===== config.mk =====
export PLATFORM = sky130hd
export DESIGN_NAME = mux_rr_arbiter_flat
export DESIGN_NICKNAME = d
export VERILOG_FILES = /design/src/rtl/mux_rr_arbiter_pkg.sv /design/src/rtl/mux_rr_arbiter_if.sv /design/src/rtl/mux_rr_arbiter_rr_pick4.sv /design/src/rtl/mux_rr_arbiter.sv /design/src/flat_wrapper.sv
export SDC_FILE = /design/constraint.sdc
export NUM_CORES = 1
export LEC_CHECK = 0
export ABC_AREA = 1
export BUFFER_PORTS_ARGS = -buffer_cell sky130_fd_sc_hd__buf_2
export CAP_MARGIN = 20
export CORE_MARGIN = 2
export CORE_UTILIZATION = 35
export CTS_CLUSTER_DIAMETER = 200
export DETAILED_ROUTE_END_ITERATION = 10
export HOLD_SLACK_MARGIN = 0.02
export PLACE_DENSITY_LB_ADDON = 0.3
export RECOVER_POWER = 50
export SETUP_SLACK_MARGIN = 0.2
export SYNTH_ARGS = -nofsm -noshare
export SYNTH_HDL_FRONTEND = slang
export SYNTH_SLANG_ARGS = --single-unit

===== constraint.sdc =====
create_clock -name clk -period 3 [get_ports clk]
set_input_delay 0.6 -clock clk [delete_from_list [all_inputs] [get_ports clk]]
set_output_delay 0.6 -clock clk [all_outputs]
set_load 0.01 [all_outputs]

===== src/rtl/mux_rr_arbiter_pkg.sv =====
// arb_pkg: shared constants, FSM state type and index/one-hot helpers for
// the mux_rr_arbiter block. The optional ARB_LOCK_EN build does not change
// anything in this package.
package arb_pkg;

  localparam int NREQ  = 4;
  localparam int SEL_W = 2;

  typedef enum logic [0:0] {
    IDLE = 1'b0,
    OWN  = 1'b1
  } arb_state_e;

  // 2-bit index to 4-bit one-hot.
  function automatic logic [NREQ-1:0] onehot2(input logic [SEL_W-1:0] idx);
    logic [NREQ-1:0] oh;
    case (idx)
      2'd0:    oh = 4'b0001;
      2'd1:    oh = 4'b0010;
      2'd2:    oh = 4'b0100;
      2'd3:    oh = 4'b1000;
      default: oh = 4'b0000;
    endcase
    return oh;
  endfunction

  // 4-bit one-hot to 2-bit index; non-one-hot input maps to 0.
  function automatic logic [SEL_W-1:0] enc4(input logic [NREQ-1:0] oh);
    logic [SEL_W-1:0] idx;
    case (oh)
      4'b0001: idx = 2'd0;
      4'b0010: idx = 2'd1;
      4'b0100: idx = 2'd2;
      4'b1000: idx = 2'd3;
      default: idx = 2'd0;
    endcase
    return idx;
  endfunction

endpackage


===== src/rtl/mux_rr_arbiter_if.sv =====
// mux_rr_arbiter_if: request/ack handshake and mux-select bundle between the
// requesters, the downstream port and the arbiter. When ARB_LOCK_EN is
// defined the bundle also carries the per-requester lock inputs.
interface mux_rr_arbiter_if;
  import arb_pkg::*;

  logic [NREQ-1:0]  req;
  logic             down_ready;
  logic [SEL_W-1:0] sel;
  logic [NREQ-1:0]  grant;
  logic             out_valid;
  logic [NREQ-1:0]  ack;
  logic             busy;
`ifdef ARB_LOCK_EN
  logic [NREQ-1:0]  lock;

  // Arbiter side.
  modport master (
    input  req, down_ready, lock,
    output sel, grant, out_valid, ack, busy
  );

  // Requester / datapath side.
  modport slave (
    output req, down_ready, lock,
    input  sel, grant, out_valid, ack, busy
  );
`else
  // Arbiter side.
  modport master (
    input  req, down_ready,
    output sel, grant, out_valid, ack, busy
  );

  // Requester / datapath side.
  modport slave (
    output req, down_ready,
    input  sel, grant, out_valid, ack, busy
  );
`endif

endinterface


===== src/rtl/mux_rr_arbiter_rr_pick4.sv =====
// rr_pick4: combinational round-robin picker. Returns the first set bit of
// (req & ~mask) scanning from ptr upward modulo 4.
module rr_pick4
  import arb_pkg::*;
(
  input  logic [NREQ-1:0]  req,
  input  logic [SEL_W-1:0] ptr,
  input  logic [NREQ-1:0]  mask,
  output logic [SEL_W-1:0] idx,
  output logic             found
);

  logic [NREQ-1:0] masked_s;
  logic [NREQ-1:0] rot_s;
  logic [NREQ-1:0] first_s;

  // Rotate so bit 0 is the ptr position, isolate the lowest set bit, rotate index back.
  always_comb begin
    masked_s = req & ~mask;
    case (ptr)
      2'd0:    rot_s = masked_s;
      2'd1:    rot_s = {masked_s[0],   masked_s[3:1]};
      2'd2:    rot_s = {masked_s[1:0], masked_s[3:2]};
      2'd3:    rot_s = {masked_s[2:0], masked_s[3]};
      default: rot_s = masked_s;
    endcase
    first_s = rot_s & (~rot_s + 4'd1);
    idx     = ptr + enc4(first_s);
    found   = (masked_s != 4'b0000);
  end

endmodule


===== src/rtl/mux_rr_arbiter.sv =====
// mux_rr_arbiter: round-robin owner of a shared 32-bit downstream port for
// four requesters, with bounded bursts of HOLD_MAX accepted beats per grant.
// Optional feature macro: ARB_LOCK_EN (adds per-requester lock that suppresses
// the burst limit while the owner's lock bit is high).
module mux_rr_arbiter
  import arb_pkg::*;
#(
  parameter int HOLD_MAX = 4,
  parameter int CNT_W    = 4
) (
  input  logic               clk,
  input  logic               rst,
  mux_rr_arbiter_if.master   bus
);

  localparam logic [CNT_W:0] HOLD_LIM = (CNT_W+1)'(HOLD_MAX);

  arb_state_e       state_q, state_d;
  logic [SEL_W-1:0] owner_q, owner_d;
  logic [SEL_W-1:0] ptr_q,   ptr_d;
  logic [CNT_W-1:0] cnt_q,   cnt_d;
  logic [NREQ-1:0]  grant_q, grant_d;
  logic             busy_q,  busy_d;

  logic             vld_s;
  logic             acc_s;
  logic             lock_s;
  logic             release_s;
  logic [CNT_W:0]   cnt_inc_s;
  logic [SEL_W-1:0] pick_ptr_s;
  logic [NREQ-1:0]  pick_mask_s;
  logic [SEL_W-1:0] pick_idx_s;
  logic             pick_found_s;

  rr_pick4 u_pick (
    .req   (bus.req),
    .ptr   (pick_ptr_s),
    .mask  (pick_mask_s),
    .idx   (pick_idx_s),
    .found (pick_found_s)
  );

  // Beat acceptance, release decision and picker inputs for this cycle.
  always_comb begin
    vld_s       = 1'b0;
    acc_s       = 1'b0;
    release_s   = 1'b0;
    pick_ptr_s  = ptr_q;
    pick_mask_s = 4'b0000;
    cnt_inc_s   = {1'b0, cnt_q} + {{CNT_W{1'b0}}, 1'b1};
`ifdef ARB_LOCK_EN
    lock_s      = bus.lock[owner_q];
`else
    lock_s      = 1'b0;
`endif
    if (state_q == OWN) begin
      vld_s      = bus.req[owner_q];
      acc_s      = vld_s & bus.down_ready;
      // A release re-picks from the slot after the owner, so scan from there.
      pick_ptr_s = owner_q + 2'd1;
      if (!vld_s) begin
        // Owner dropped its request: release without ack, exclude it from the re-pick.
        release_s   = 1'b1;
        pick_mask_s = onehot2(owner_q);
      end else if (acc_s && !lock_s) begin
        release_s = (cnt_inc_s >= HOLD_LIM);
      end else begin
        release_s = 1'b0;
      end
    end else begin
      pick_ptr_s = ptr_q;
    end
  end

  // Next-state logic: grant from IDLE, hand over on release, count accepted beats.
  always_comb begin
    state_d = state_q;
    owner_d = owner_q;
    ptr_d   = ptr_q;
    cnt_d   = cnt_q;
    case (state_q)
      IDLE: begin
        if (pick_found_s) begin
          state_d = OWN;
          owner_d = pick_idx_s;
          cnt_d   = {CNT_W{1'b0}};
        end else begin
          state_d = IDLE;
        end
      end
      OWN: begin
        if (release_s) begin
          ptr_d = owner_q + 2'd1;
          cnt_d = {CNT_W{1'b0}};
          if (pick_found_s) begin
            state_d = OWN;
            owner_d = pick_idx_s;
          end else begin
            state_d = IDLE;
          end
        end else if (acc_s) begin
          // Under lock the count saturates at the burst limit.
          if (cnt_inc_s > HOLD_LIM) begin
            cnt_d = HOLD_LIM[CNT_W-1:0];
          end else begin
            cnt_d = cnt_inc_s[CNT_W-1:0];
          end
        end else begin
          cnt_d = cnt_q;
        end
      end
      default: begin
        state_d = IDLE;
        cnt_d   = {CNT_W{1'b0}};
      end
    endcase
    if (state_d == OWN) begin
      grant_d = onehot2(owner_d);
      busy_d  = 1'b1;
    end else begin
      grant_d = 4'b0000;
      busy_d  = 1'b0;
    end
  end

  // State and registered grant/busy, cleared immediately by reset.
  always_ff @(posedge clk or posedge rst) begin
    if (rst) begin
      state_q <= IDLE;
      owner_q <= 2'd0;
      ptr_q   <= 2'd0;
      cnt_q   <= {CNT_W{1'b0}};
      grant_q <= 4'b0000;
      busy_q  <= 1'b0;
    end else begin
      state_q <= state_d;
      owner_q <= owner_d;
      ptr_q   <= ptr_d;
      cnt_q   <= cnt_d;
      grant_q <= grant_d;
      busy_q  <= busy_d;
    end
  end

  // Output drive: sel follows the registered owner and holds it while idle.
  always_comb begin
    bus.sel       = owner_q;
    bus.grant     = grant_q;
    bus.busy      = busy_q;
    bus.out_valid = vld_s;
    if (acc_s) begin
      bus.ack = onehot2(owner_q);
    end else begin
      bus.ack = 4'b0000;
    end
  end

endmodule


===== src/flat_wrapper.sv =====
// flat-port wrapper written by rule: the top's interface ports become plain ports
module mux_rr_arbiter_flat import arb_pkg::*;
#(
  parameter int HOLD_MAX = 4,
  parameter int CNT_W    = 4
)
  (clk, rst, bus_req, bus_down_ready, bus_sel, bus_grant, bus_out_valid, bus_ack, bus_busy);
  mux_rr_arbiter_if bus_i ();
  input  logic clk;
  input  logic rst;
  input wire logic [$bits(bus_i.req)-1:0] bus_req;
  input wire logic [$bits(bus_i.down_ready)-1:0] bus_down_ready;
  output wire logic [$bits(bus_i.sel)-1:0] bus_sel;
  output wire logic [$bits(bus_i.grant)-1:0] bus_grant;
  output wire logic [$bits(bus_i.out_valid)-1:0] bus_out_valid;
  output wire logic [$bits(bus_i.ack)-1:0] bus_ack;
  output wire logic [$bits(bus_i.busy)-1:0] bus_busy;
  assign bus_i.req = bus_req;
  assign bus_i.down_ready = bus_down_ready;
  assign bus_sel = bus_i.sel;
  assign bus_grant = bus_i.grant;
  assign bus_out_valid = bus_i.out_valid;
  assign bus_ack = bus_i.ack;
  assign bus_busy = bus_i.busy;
  mux_rr_arbiter #(.HOLD_MAX(HOLD_MAX), .CNT_W(CNT_W)) u_core (.clk(clk), .rst(rst), .bus(bus_i));
endmodule

# [Word-level counts from Yosys, hierarchy flattened]
# Cells that the tools add are included.
[op_classes] n_reduce_logical=6 muxes=28 bitwise=6 add_sub_neg=4 n_lt_le_gt_ge=3 n_eq_ne=14
[ops] operator="one-hot mux 4 bit (4 select lines)" n=3
[ops] operator="2-to-1 mux 4 bit" n=8
[ops] operator="== test 2 bit, second input constant" n=6
[ops] operator="2-to-1 mux 1 bit" n=9
[ops] operator="AND 4 bit" n=2
[ops] operator="NOT 4 bit" n=2
[ops] operator="one-hot mux 4 bit (2 select lines)" n=1
[ops] operator="== test 2 x 1 -> 1 bit, second input constant" n=3
[ops] operator="logical NOT 2 bit" n=3
[ops] operator="2-to-1 mux 2 bit" n=3
[ops] operator="one-hot mux 2 bit (3 select lines)" n=1
[ops] operator="adder 4 x 1 -> 5 bit, second input constant" n=1
[ops] operator=">= comparator 5 x 3 -> 1 bit, second input constant" n=1
[ops] operator="> comparator 5 x 3 -> 1 bit, second input constant" n=1
[ops] operator="adder 4 x 1 -> 4 bit, second input constant" n=1
[ops] operator="== test 4 x 2 -> 1 bit, second input constant" n=1
[ops] operator="== test 4 x 3 -> 1 bit, second input constant" n=1
[ops] operator="== test 4 bit, second input constant" n=1
[ops] operator="one-hot mux 2 bit (2 select lines)" n=1
[ops] operator="AND reduction 2 bit" n=2
[ops] operator="nonzero test 4 bit" n=1
[ops] operator="less-than comparator 2 x 3 -> 1 bit, second input constant" n=1
[ops] operator="inequality test 3 bit, second input constant" n=1
[ops] operator="adder 2 x 1 -> 2 bit, second input constant" n=1
[ops] operator="6 further kinds" n=6
[totals] output_inout_bits=12 reg_bits=14 elab_cells=67 in_bits=7

# [Depth between registers and ports, before layout]
# Gate-level depths: netlist of run 1.
[logic_depth] word_depth=19 mapped_depth=19 ltp_nobuf=19

# [Cells and area by module]
# Synthesis of run 1 repeated with hierarchy kept, for this count alone.
[hier_totals] cells_unflattened=164 area_unflattened_um2=1094.8
[by_module_without_submodules] mod="mux_rr_arbiter" cells_each=107 instances=1 area_each_um2=803.3 seq_area_each_um2=325.3
[by_module_without_submodules] mod="rr_pick4" cells_each=57 instances=1 area_each_um2=291.5 seq_area_each_um2=0.0

# [Worst setup path before layout of run 1]
# Ideal clock, no wire load.
[synth_timing] path_type="register to register" start="reg u_core.owner_q[0], in the netlist u_core.bus.sel[0]" end="reg u_core.grant_q[1], in the netlist u_core.bus.grant[1]" t_required_ns=2.884 setup_ns=0.116 arrival_time_ns=2.391 path_buffers=0 synth_period_minus_slack_ns=2.507 stages_incl_launch_ff=20 setup_slack_ns=0.493 cell_sequence="dfrtp_1 > inv_2 > ha_1 > inv_1 > nand2_1 > o21ai_1 > nor2_1 > nand3_1 > nand2_1 > o21ai_2 > inv_1 > a21oi_1 > nor2_1 > ha_1 > xor2_1 > inv_1 > nand3_1 > nand3_2 > nand2_2 > nor2_1"
[synth_between] elab_chain_len=19 elab_cells_between_ends=43 classes_between="3 x add/sub; 12 x eq/ne; 19 x mux; 5 x bitwise; 4 x reduce/logical"
[synth_lines] item="start: declaration" line_no="mux_rr_arbiter.sv:19" source="logic [SEL_W-1:0] owner_q, owner_d;"
[synth_lines] item="start signal: assignment" line_no="mux_rr_arbiter.sv:137" source="owner_q <= owner_d;"
[synth_lines] item="== test 2 bit (tied with other cells)" line_no="mux_rr_arbiter_pkg.sv:17" source="case (idx)"
[synth_lines] item="one-hot mux 4 bit (4 select lines) or 2-to-1 mux 1 bit (tied branches)" line_no="mux_rr_arbiter_pkg.sv:17, mux_rr_arbiter.sv:57"
[synth_lines] item="2-to-1 mux 4 bit" line_no="mux_rr_arbiter.sv:61" source="if (!vld_s) begin"
[synth_lines] item="2-to-1 mux 4 bit" line_no="mux_rr_arbiter.sv:56" source="if (state_q == OWN) begin"
[synth_lines] item="NOT 4 bit" line_no="mux_rr_arbiter_rr_pick4.sv:19" source="masked_s = req & ~mask;"
[synth_lines] item="AND 4 bit" line_no="mux_rr_arbiter_rr_pick4.sv:19"
[synth_lines] item="one-hot mux 4 bit (4 select lines)" line_no="mux_rr_arbiter_rr_pick4.sv:20" source="case (ptr)"
[synth_lines] item="NOT 4 bit" line_no="mux_rr_arbiter_rr_pick4.sv:27" source="first_s = rot_s & (~rot_s + 4'd1);"
[synth_lines] item="[5 not listed]"
[synth_lines] item="2-to-1 mux 2 bit" line_no="mux_rr_arbiter.sv:83, mux_rr_arbiter.sv:95"
[synth_lines] item="2-to-1 mux 2 bit" line_no="mux_rr_arbiter.sv:92" source="if (release_s) begin"
[synth_lines] item="one-hot mux 2 bit (2 select lines) (*)" line_no="mux_rr_arbiter.sv:81" source="case (state_q)"
[synth_lines] item="named net u_core.owner_d[1]" line_no="mux_rr_arbiter.sv:19"
[synth_lines] item="== test 2 bit (tied with other cells)" line_no="mux_rr_arbiter_pkg.sv:17"
[synth_lines] item="one-hot mux 4 bit (4 select lines) (*)" line_no="mux_rr_arbiter_pkg.sv:17"
[synth_lines] item="2-to-1 mux 4 bit (*)" line_no="mux_rr_arbiter.sv:117" source="if (state_d == OWN) begin"
[synth_lines] item="named net u_core.grant_d[1]" line_no="mux_rr_arbiter.sv:22" source="logic [NREQ-1:0] grant_q, grant_d;"
[synth_lines] item="end signal: assignment" line_no="mux_rr_arbiter.sv:140" source="grant_q <= grant_d;"
[synth_lines] item="end: declaration" line_no="mux_rr_arbiter.sv:22"
# Mark *: on every way through the listed nets, which the timed path passes. The rest lies on a longest branch. The select of a mux whose other input is x is not followed.
# A chain may end at the register's enable or synchronous reset.

# [Worst setup path after layout of run 1]
# Ends and elaborated chain as after synthesis.

==> results of run 1 <==
==> repair_timing <==
| action | 4_1_cts | 5_1_grt |
|---|---|---|
| setup buffers | 0 | 1 |
| resized for setup | 0 | 10 |
| setup endpoints to repair | 0 | 5 |
==> per-stage QoR <==
step	setup slack [ns]	utilization [%]	cell area [sq um]	power, mW
global route	0.185	43.6	1190	1.80
global placement	0.345	41.4	1130	1.42
floorplan	0.493	-	1000	1.19
detailed placement	0.309	41.4	1130	1.42
CTS	0.298	42.4	1160	1.54
finish	0.468	43.6	1190	1.60
==> area by class of cell <==
type                    instances  area [sq um]
fillers                       286          1540
inverters                      20          75.1
multi-input cells             108           623
clock inverters                 1          5.00
clock buffers                   3          22.5
repair buffers                 20           100
well taps                      31          38.8
flip-flops and latches         13           328
==> cells in the mapped netlist <==
library cell and count:
nor2_1 11, buf_4 1, nor2_2 3, o21ai_1 1, inv_1 17, inv_2 3
nand2_2 4, a22oi_1 1, o21ai_0 5, a21oi_2 1, nand2_1 38, o31ai_1 1
nor3_1 5, o21ai_2 3, nand2_4 2, nand3_1 17, xor2_1 1, nand3_2 3
a21oi_1 2, nand4_1 3, dfrtp_1 13, ha_1 7
==> worst max-delay path, delay by kind of cell, from the launching register on <==
family | cells | cell delay [ns]
buf+inv | 4 | 0.31
flops | 1 | 0.44
xor+xnor | 1 | 0.15
simple gates | 9 | 0.75
compound gates | 3 | 0.34
fa+ha+maj | 2 | 0.43
==> final timing paths <==
kind                                       endpoint  slack [ns]         startpoint  depth (start not counted)
worst max-delay path            u_core.bus.grant[1]        0.47  u_core.bus.sel[0]                         19
worst min-delay path            u_core.bus.grant[1]        0.32                rst                          2
worst max register to register  u_core.bus.grant[1]        0.47  u_core.bus.sel[0]                         19
worst min register to register      u_core.cnt_q[2]        0.51    u_core.cnt_q[2]                          2
max in group asynchronous         u_core.bus.sel[0]        2.33                rst                          2
min in group clk                    u_core.cnt_q[2]        0.51    u_core.cnt_q[2]                          2
==> power by group <==
group,internal [mW],leakage (nW),total [mW],switching [mW]
clock network,0.0494,0.0177,0.104,0.0550
registers,0.252,0.162,0.306,0.0538
logic,0.431,0.471,1.19,0.758
==> logic make-up (layout without fill, tap and decap cells) <==
group	after synthesis	count (layout)	share of synthesized area (%)
fa+ha+maj	7	7	8.73
buf+inv	21	44	8.23
compound gates	14	14	8.98
xor+xnor	1	1	0.873
simple gates	86	86	40.8
flops	13	13	32.4
==> placed cells by master, fill, tap and decap left out, types with 3 or more instances in the layout <==
cell,netlist,layout
buf_2,0,14
clkbuf_1,0,4
clkbuf_4,0,3
dfrtp_1,13,11
ha_1,7,7
inv_1,17,16
inv_2,3,4
nand2_1,38,38
nand2_2,4,4
nand3_1,17,17
nand3_2,3,3
nand4_1,3,3
nor2_1,11,9
nor2_2,3,5
nor3_1,5,5
o21ai_0,5,4
o21ai_2,3,4
==> flip-flops by register name, summed over array words and instances (netlist names) <==
register / flops
u_core.bus.busy: 1
u_core.bus.grant: 4
u_core.bus.sel: 2
u_core.cnt_q: 4
u_core.ptr_q: 2
==> metal layers <==
metal,share of wire (%),vias to the layer above
met2,46,34
met3,6.7,0
met5,0,-
met4,0,0
met1,48,431
li1,-,503
==> impl_metrics.yaml, run 1 <==
worst_hold_path:
  hp-class: "input pin to asynchronous set/reset pin"
cts:
  clkTransAtPathRegs_ns: 0.08
  cts_max_path_buffers: 2
  htreeDepth: 1
  clkLatencyLatePin_ns: 0.27
  cts_buffers: 3
  cts_hold_buffers: 0
  cts_tree: "done"
  clockRootBuffer: "clkbuf_4"
  cts_num_sinks: 13
yosys:
  syn-num-nets: 156
  synth_top_area_share_pct: 32.4
  syn_avg_cell_area_sq_um: 7.07
  netlist.top_cell.by_area: "dfrtp_1"
  synthDistinctLibCells: 22
  ys_top_cells_by_area: "dfrtp_1 32%, nand2_1 14%, ha_1 8.7%"
  synthCells: 142
  yosysSeqAreaShare_pct: 32.4
  synth_warnings: 0
  synth-seq-cells: 13
  synth_area_sq_mm: 0.00100
global_route:
  grt_pass1_vias: 885
  use_met1_pct: 19.9
  antenna_found_initial: 0
  grt_max_degree: 14
  track_usage_pct: 14.3
  use_met3_pct: 4.76
  grt_busiest_layer: "met2"
  use_met2_pct: 22.2
  grt_pass1_wl_um: 3760
  overflow: 0
worst_setup_path:
  slowest_stage: "dfrtp_2"
  critPathLaunchType: "register"
  path_max_fanout: 6
  crit_path_max_incr_delay_ns: 0.44
  crit_top_cell: "inv_1"
  path_class: "register to register"
  worst_ep_arrival_time_ns: 2.70
  required_ns: 3.17
  cp-end-kind: "register"
  worstPathCellList: "inv_2 -> ha_1 -> inv_1 -> nand2_1 -> o21ai_4 -> nor2_2 -> nand3_1 -> nand2_1 -> o21ai_2 -> inv_1 -> a21oi_1 -> nor2_1 -> ha_1 -> xor2_2 -> inv_1 -> nand3_1 -> nand3_2 -> nand2_2 -> nor2_1"
die:
  die-area_sq_mm: 0.00331
  die_h_um: 57.5
  die_w_um: 57.5
  ios: 19
  start_util_pct: 36.7
  core.rowCount: 19
  core_area_sq_mm: 0.00273
drt:
  via_count: 968
  drt-total-wl_um: 2210
  drt_iter0_markers: 21
  wl_per_cell_um: 11.3
  post-route-drc-count: 0
  ant_nets: 0
  avgViaCountPerCell: 4.94
  drt-pass1-iter-count: 4
timing:
  fin_worst_skew_ns: 0.00296
  finalSetupViolations: 0
  drv_slew: 0
  hold_violations: 0
  rsz0062_at_grt: "no"
  finalCriticalPeriod_ns: 2.53
  tns_ns: 0
  max_freq_ghz: 0.395
  slew_headroom_pct: 68.6
  fin_crit_sh_pct: 84.4
  tightest_slew_ns: 0.470
  hold-worst-slack_ns: 0.325
flow_run:
  drv_cap: 0
power:
  vdd_drop_max_mv: 0.618
  p_leak_nw: 0.650
  p_per_area_mw_per_mm2: 1340
placed_design:
  portBuffers: 18
  routabilityCongestion: 0.809
  dp.cells: 191
  hpwl_um: 1740
cells_and_area:
  antenna_cells: 0
  area_growth_pct: 18.8
  num-nets-final: 180
  drive_above_1_share_pct: 28.5
  finalNonFillerCells: 196
run_status:
  run_status: "finished, final reports clean"
Note: power is estimated with default switching activity, not from simulation.
==> run 2: changes to the inputs <==
Settings changed: ABC_AREA 1 to 0.
Clock period 3 ns to 2.2 ns, I/O delays scaled along.
==> run 2 against run 1 <==
  * The flow now finishes with violations (setup timing)
  * Total power increased by 98%
  * Via count increased by 29%
  * Utilization increased by 12 points
  * Sequential power increased by 43%
  * Critical path depth decreased by 7
  * Maximum frequency decreased by 3.8%
  * Synthesized area increased by 18%
  * Final area increased by 54%
==> impl_metrics.yaml, run 2 <==
global_route:
  grt_max_degree: 14
  overflow: 0
  grt_pass1_wl_um: 5800
  grt_pass1_vias: 1260
  antenna_found_initial: 0
  track_usage_pct: 18.2
flow_run:
  drv_cap: 0
drt:
  wl_per_cell_um: 14.3
  ant_nets: 0
  drt-total-wl_um: 3360
  avgViaCountPerCell: 5.32
  post-route-drc-count: 0
  drt_iter0_markers: 35
  drt-pass1-iter-count: 4
  via_count: 1244
cells_and_area:
  finalNonFillerCells: 234
  antenna_cells: 0
  final_common_cell: "buf_4"
  layout_common_cells: "41 x buf_4, 18 x buf_2, 12 x nand2_1"
  num-nets-final: 203
  area_growth_pct: 54.6
  drive_above_1_share_pct: 55.9
cts:
  cts_max_path_buffers: 2
  clockRootBuffer: "clkbuf_4"
  clkLatencyLatePin_ns: 0.28
  cts_hold_buffers: 0
  cts_buffers: 3
  clkTransAtPathRegs_ns: 0.08
  cts_num_sinks: 13
  cts_tree: "done"
  htreeDepth: 1
power:
  p_per_area_mw_per_mm2: 1730
  vdd_drop_max_mv: 0.843
  total_power_mw: 3.17
  p_leak_nw: 0.829
timing:
  finalSetupViolations: 10
  setup_slack_ns: -0.432
  tns_ns: -3.05
  fin_crit_sh_pct: 120
  max_freq_ghz: 0.380
  finalCriticalPeriod_ns: 2.63
  drv_slew: 0
  fin_worst_skew_ns: 0.00514
  slew_headroom_pct: 66.1
  rsz0062_at_grt: "yes"
  hold-worst-slack_ns: 0.172
  hold_violations: 0
  tightest_slew_ns: 0.508
die:
  die-area_sq_mm: 0.00388
  die_w_um: 62.3
  ios: 19
  core.rowCount: 21
  start_util_pct: 35.9
  die_h_um: 62.3
  core_area_sq_mm: 0.00331
worst_setup_path:
  rrSetupSlack_ns: -0.43
  path_class: "register to register"
  worstReg2RegEnd: "u_core.bus.grant[2]"
  worst_ep_arrival_time_ns: 2.84
  required_ns: 2.41
  ff2ff_path_depth: 12
  path_max_fanout: 7
  critPathLaunchType: "register"
  r2r_start: "u_core.bus.sel[0]"
  cp-end-kind: "register"
placed_design:
  routabilityCongestion: 0.792
  dp.cells: 226
  dp_slack_ns: -0.517
  portBuffers: 18
  hpwl_um: 2690
run_status:
  run_status: "finished with violations"
  violations: "setup timing"
yosys:
  synthFlopType: "dfrtp_1"
  syn-num-nets: 141
  synth-seq-cells: 13
  synth_area_sq_mm: 0.00119
  synth.most_common_cell: "dfrtp_1"
  syn_avg_cell_area_sq_um: 9.36
  netlist.top_cell.by_area: "dfrtp_1"
  synth_warnings: 0
  synthCells: 127
  yosysSeqAreaShare_pct: 27.4
  synth_edf_count: 0
  synth_top_area_share_pct: 27.4
  synth_common_cells: "13 x dfrtp_1, 12 x nand2_1, 8 x inv_1"
  synthDistinctLibCells: 44
  async_flop_share_pct: 100
  ys_top_cells_by_area: "dfrtp_1 27%, ha_1 7.4%, o221ai_2 5.1%"
worst_hold_path:
  hp-class: "input pin to asynchronous set/reset pin"
[run 2: worst max-delay path: stages (launching register included)]
cell,delay (ns)
dfrtp_2,0.47
inv_2,0.12
ha_4,0.15
nand4b_1,0.12
o221a_2,0.32
a21oi_1,0.14
o21ai_0,0.09
a31oi_1,0.18
ha_2,0.25
xnor2_4,0.14
nor4b_4,0.25
mux2i_2,0.15
a21oi_2,0.17
[run 2: area by class of cell]
cell class | instances | area, sq um
Tap cell | 46 | 57.6
Multi-Input combinational cell | 101 | 956
Timing Repair Buffer | 62 | 440
Inverter | 8 | 30.0
Fill cell | 321 | 1470
Clock buffer | 4 | 26.3
Sequential cell | 13 | 328
[run 2: cell families after synthesis]
logic type / share of synthesized area [%]
AO/OA/AOI/OAI: 29.1
XOR/XNOR: 0.737
adder cells (fa/ha/maj): 7.37
buffers and inverters: 6.10
flip-flops: 27.4
multiplexers: 8.53
AND/OR/NAND/NOR: 20.8
[run 2: power breakdown]
group / switching (mW) / internal [mW]
clock: 0.0796 / 0.0703
combinational: 1.22 / 1.36
sequential: 0.0909 / 0.347
total: 1.39 / 1.78
[run 2: through the flow]
stage,utilization [%],cell area [sq um]
2_1_floorplan,-,1310
3_3_place_gp,51.6,1710
3_5_place_dp,51.6,1710
4_1_cts,55.3,1830
5_1_grt,55.5,1840
6_report,55.5,1840
[run 2: worst max-delay path by stage]
stage | start | end
6_report | u_core.bus.sel[0] | u_core.bus.grant[2]
3_5_place_dp | u_core.bus.sel[0] | u_core.bus.grant[2]
2_1_floorplan | u_core.bus.sel[0] | u_core.bus.grant[2]
4_1_cts | u_core.bus.sel[0] | u_core.bus.grant[2]
5_1_grt | u_core.bus.sel[0] | u_core.bus.grant[2]
3_3_place_gp | u_core.bus.sel[0] | u_core.bus.grant[3]
[run 2: timing repair]
| action | 4_1_cts | 5_1_grt |
|---|---|---|
| endpoints found under the hold margin | 0 | 0 |
| setup endpoints to repair | 15 | 16 |
| resized for setup | 11 | 2 |
| setup buffers | 4 | 0 |
| pin swaps | 8 | 3 |
[run 2: per-layer routing]
layer  GRT usage [%]  routed length (um)
met1            21.9                1460
met2            33.7                1730
met3            2.36                 130
met4            5.56                  36
met5               0                   0
==> run 3: changes to the inputs <==
Settings changed: BUFFER_PORTS_ARGS -buffer_cell sky130_fd_sc_hd__buf_2 to -buffer_cell sky130_fd_sc_hd__buf_4.
==> run 3 against run 2 <==
  * The flow still finishes with violations (setup timing)
  * Register-to-register slack about the same
  * Die area unchanged
  * Highest routed layer is now met3
  * Critical path type unchanged
  * Sequential power up 3%
  * Flip-flop and latch count unchanged
  * Setup slack better by 0.010 ns
  * Non-clock buffer count up 3
  * Clock power about the same
==> impl_metrics.yaml, run 3 (same netlist as run 2, synthesis figures left out) <==
cells_and_area:
  design_area_sq_mm: 0.00202
  antenna_cells: 0
  final_common_cell: "buf_4"
  utilization_pct: 61.0
  layout_common_cells: "50 x buf_4, 13 x buf_6, 11 x dfrtp_1"
  drive_above_1_share_pct: 63.9
  area_growth_pct: 70.0
  num-nets-final: 206
worst_setup_path:
  crit_end: "u_core.bus.grant[3]"
  worstReg2RegEnd: "u_core.bus.grant[3]"
  cp-end-kind: "register"
  r2r_start: "u_core.bus.sel[0]"
  cp-startpoint: "u_core.bus.sel[0]"
  critPathLaunchType: "register"
  rrSetupSlack_ns: -0.42
  worst_ep_arrival_time_ns: 2.83
  path_class: "register to register"
  required_ns: 2.41
  ff2ff_path_depth: 12
  path_max_fanout: 7
flow_run:
  drv_cap: 0
timing:
  drv_slew: 0
  finalCriticalPeriod_ns: 2.62
  tightest_slew_ns: 0.492
  finalSetupViolations: 10
  slew_headroom_pct: 67.2
  fin_crit_sh_pct: 119
  hold_violations: 0
  tns_ns: -3.34
  setup_slack_ns: -0.422
  max_freq_ghz: 0.381
  fin_worst_skew_ns: 0.0103
  rsz0062_at_grt: "yes"
power:
  p_leak_nw: 0.874
  p_per_area_mw_per_mm2: 1750
  p_int_mw: 2.00
  p_sw_share_pct: 43.3
  clkPwrFrac_pct: 4.3
  p_seq_share_pct: 12.7
  power_frac_comb_pct: 83.0
  total_power_mw: 3.53
  switching_power_mw: 1.53
  vdd_drop_max_mv: 0.907
drt:
  avgViaCountPerCell: 5.29
  wl_per_cell_um: 14.7
  drt-total-wl_um: 3490
  via_count: 1253
  drt_iter0_markers: 79
  post-route-drc-count: 0
  drt-pass1-iter-count: 4
  ant_nets: 0
die:
  start_util_pct: 35.9
  die_h_um: 62.3
  core_area_sq_mm: 0.00331
  die_w_um: 62.3
  ios: 19
  die-area_sq_mm: 0.00388
  core.rowCount: 21
global_route:
  overflow: 0
  grt_max_degree: 15
  track_usage_pct: 18.1
  grt_pass1_vias: 1248
  grt_pass1_wl_um: 5830
  antenna_found_initial: 0
worst_hold_path:
  hp-class: "input pin to asynchronous set/reset pin"
cts:
  cts_buffers: 3
  clkTransAtPathRegs_ns: 0.10
  cts_num_sinks: 13
  clkLatencyLatePin_ns: 0.27
  cts_tree: "done"
  clockRootBuffer: "clkbuf_4"
  cts_max_path_buffers: 2
  htreeDepth: 1
placed_design:
  placed_cell_area_sq_mm: 0.00175
  portBuffers: 18
  hpwl_um: 2600
  routabilityCongestion: 0.779
run_status:
  run_status: "finished with violations"
  violations: "setup timing"
[run 3: cell count changes in the layout (fill, tap and decap cells not counted), sizes merged]
cell / before / now
buf: 62 / 64
clkinv: 0 / 1
[run 3: critical path, cell delays in order (launching register included)]
cell and delay (ns):
dfrtp_2 0.49, buf_6 0.14, ha_4 0.15, nand3_2 0.10, o221a_4 0.32, a211oi_2 0.17, nor3_1 0.07, a31oi_1 0.16
ha_2 0.25, xnor2_4 0.16, nor4b_4 0.29, mux2i_4 0.12, a21oi_2 0.15
[run 3: repair_timing]
| action | 4_1_cts | 5_1_grt |
|---|---|---|
| setup endpoints to repair | 15 | 17 |
| buffers inserted | 4 | 4 |
| pin swaps | 11 | 15 |
| hold buffers | 0 | 0 |
| resized for setup | 15 | 29 |
[run 3: metrics by stage]
step / hold WS (ns) / std cells / setup WS (ns)
floorplan: 0.317 / 127 / -0.371
global placement: 0.471 / 225 / -0.397
detailed placement: 0.472 / 225 / -0.466
CTS: 0.203 / 233 / -0.384
global route: 0.217 / 237 / -0.593
finish: 0.178 / 237 / -0.422
[run 3: cell type report]
type | instances | area [sq um]
Clock buffer | 3 | 22.5
Tap cell | 46 | 57.6
Fill cell | 288 | 1290
Clock inverter | 1 | 5.00
Inverter | 8 | 35.0
Sequential cell | 13 | 328
Timing Repair Buffer | 65 | 549
Multi-Input combinational cell | 101 | 1020
[run 3: how the worst min path moves through the flow]
stage / startpoint / to / slack (ns)
finish: rst / u_core.bus.grant[3] / 0.18
detailed placement: u_core.ptr_q[0] / u_core.ptr_q[0] / 0.47
global placement: u_core.ptr_q[0] / u_core.ptr_q[0] / 0.47
CTS: rst / u_core.bus.grant[2] / 0.20
floorplan: rst / u_core.bus.busy / 0.32
global route: rst / u_core.bus.grant[0] / 0.22
[run 3: routing by layer]
metal	vias to the layer above	wire (um)	global-route usage, %
met4	0	0	1.94
met1	609	1540	22.8
li1	621	-	-
met2	23	1850	34.0
met3	0	101	2.17
met5	-	0	0
[run 3: power groups by stage]
| stage | Sequential [mW] | Clock, mW | Combinational, mW |
|---|---|---|---|
| 2_1_floorplan | 0.438 | 0 | 1.48 |
| 3_3_place_gp | 0.436 | 0 | 2.27 |
| 3_5_place_dp | 0.440 | 0 | 2.32 |
| 4_1_cts | 0.442 | 0.156 | 2.65 |
| 5_1_grt | 0.462 | 0.164 | 3.18 |
| 6_report | 0.449 | 0.151 | 2.93 |
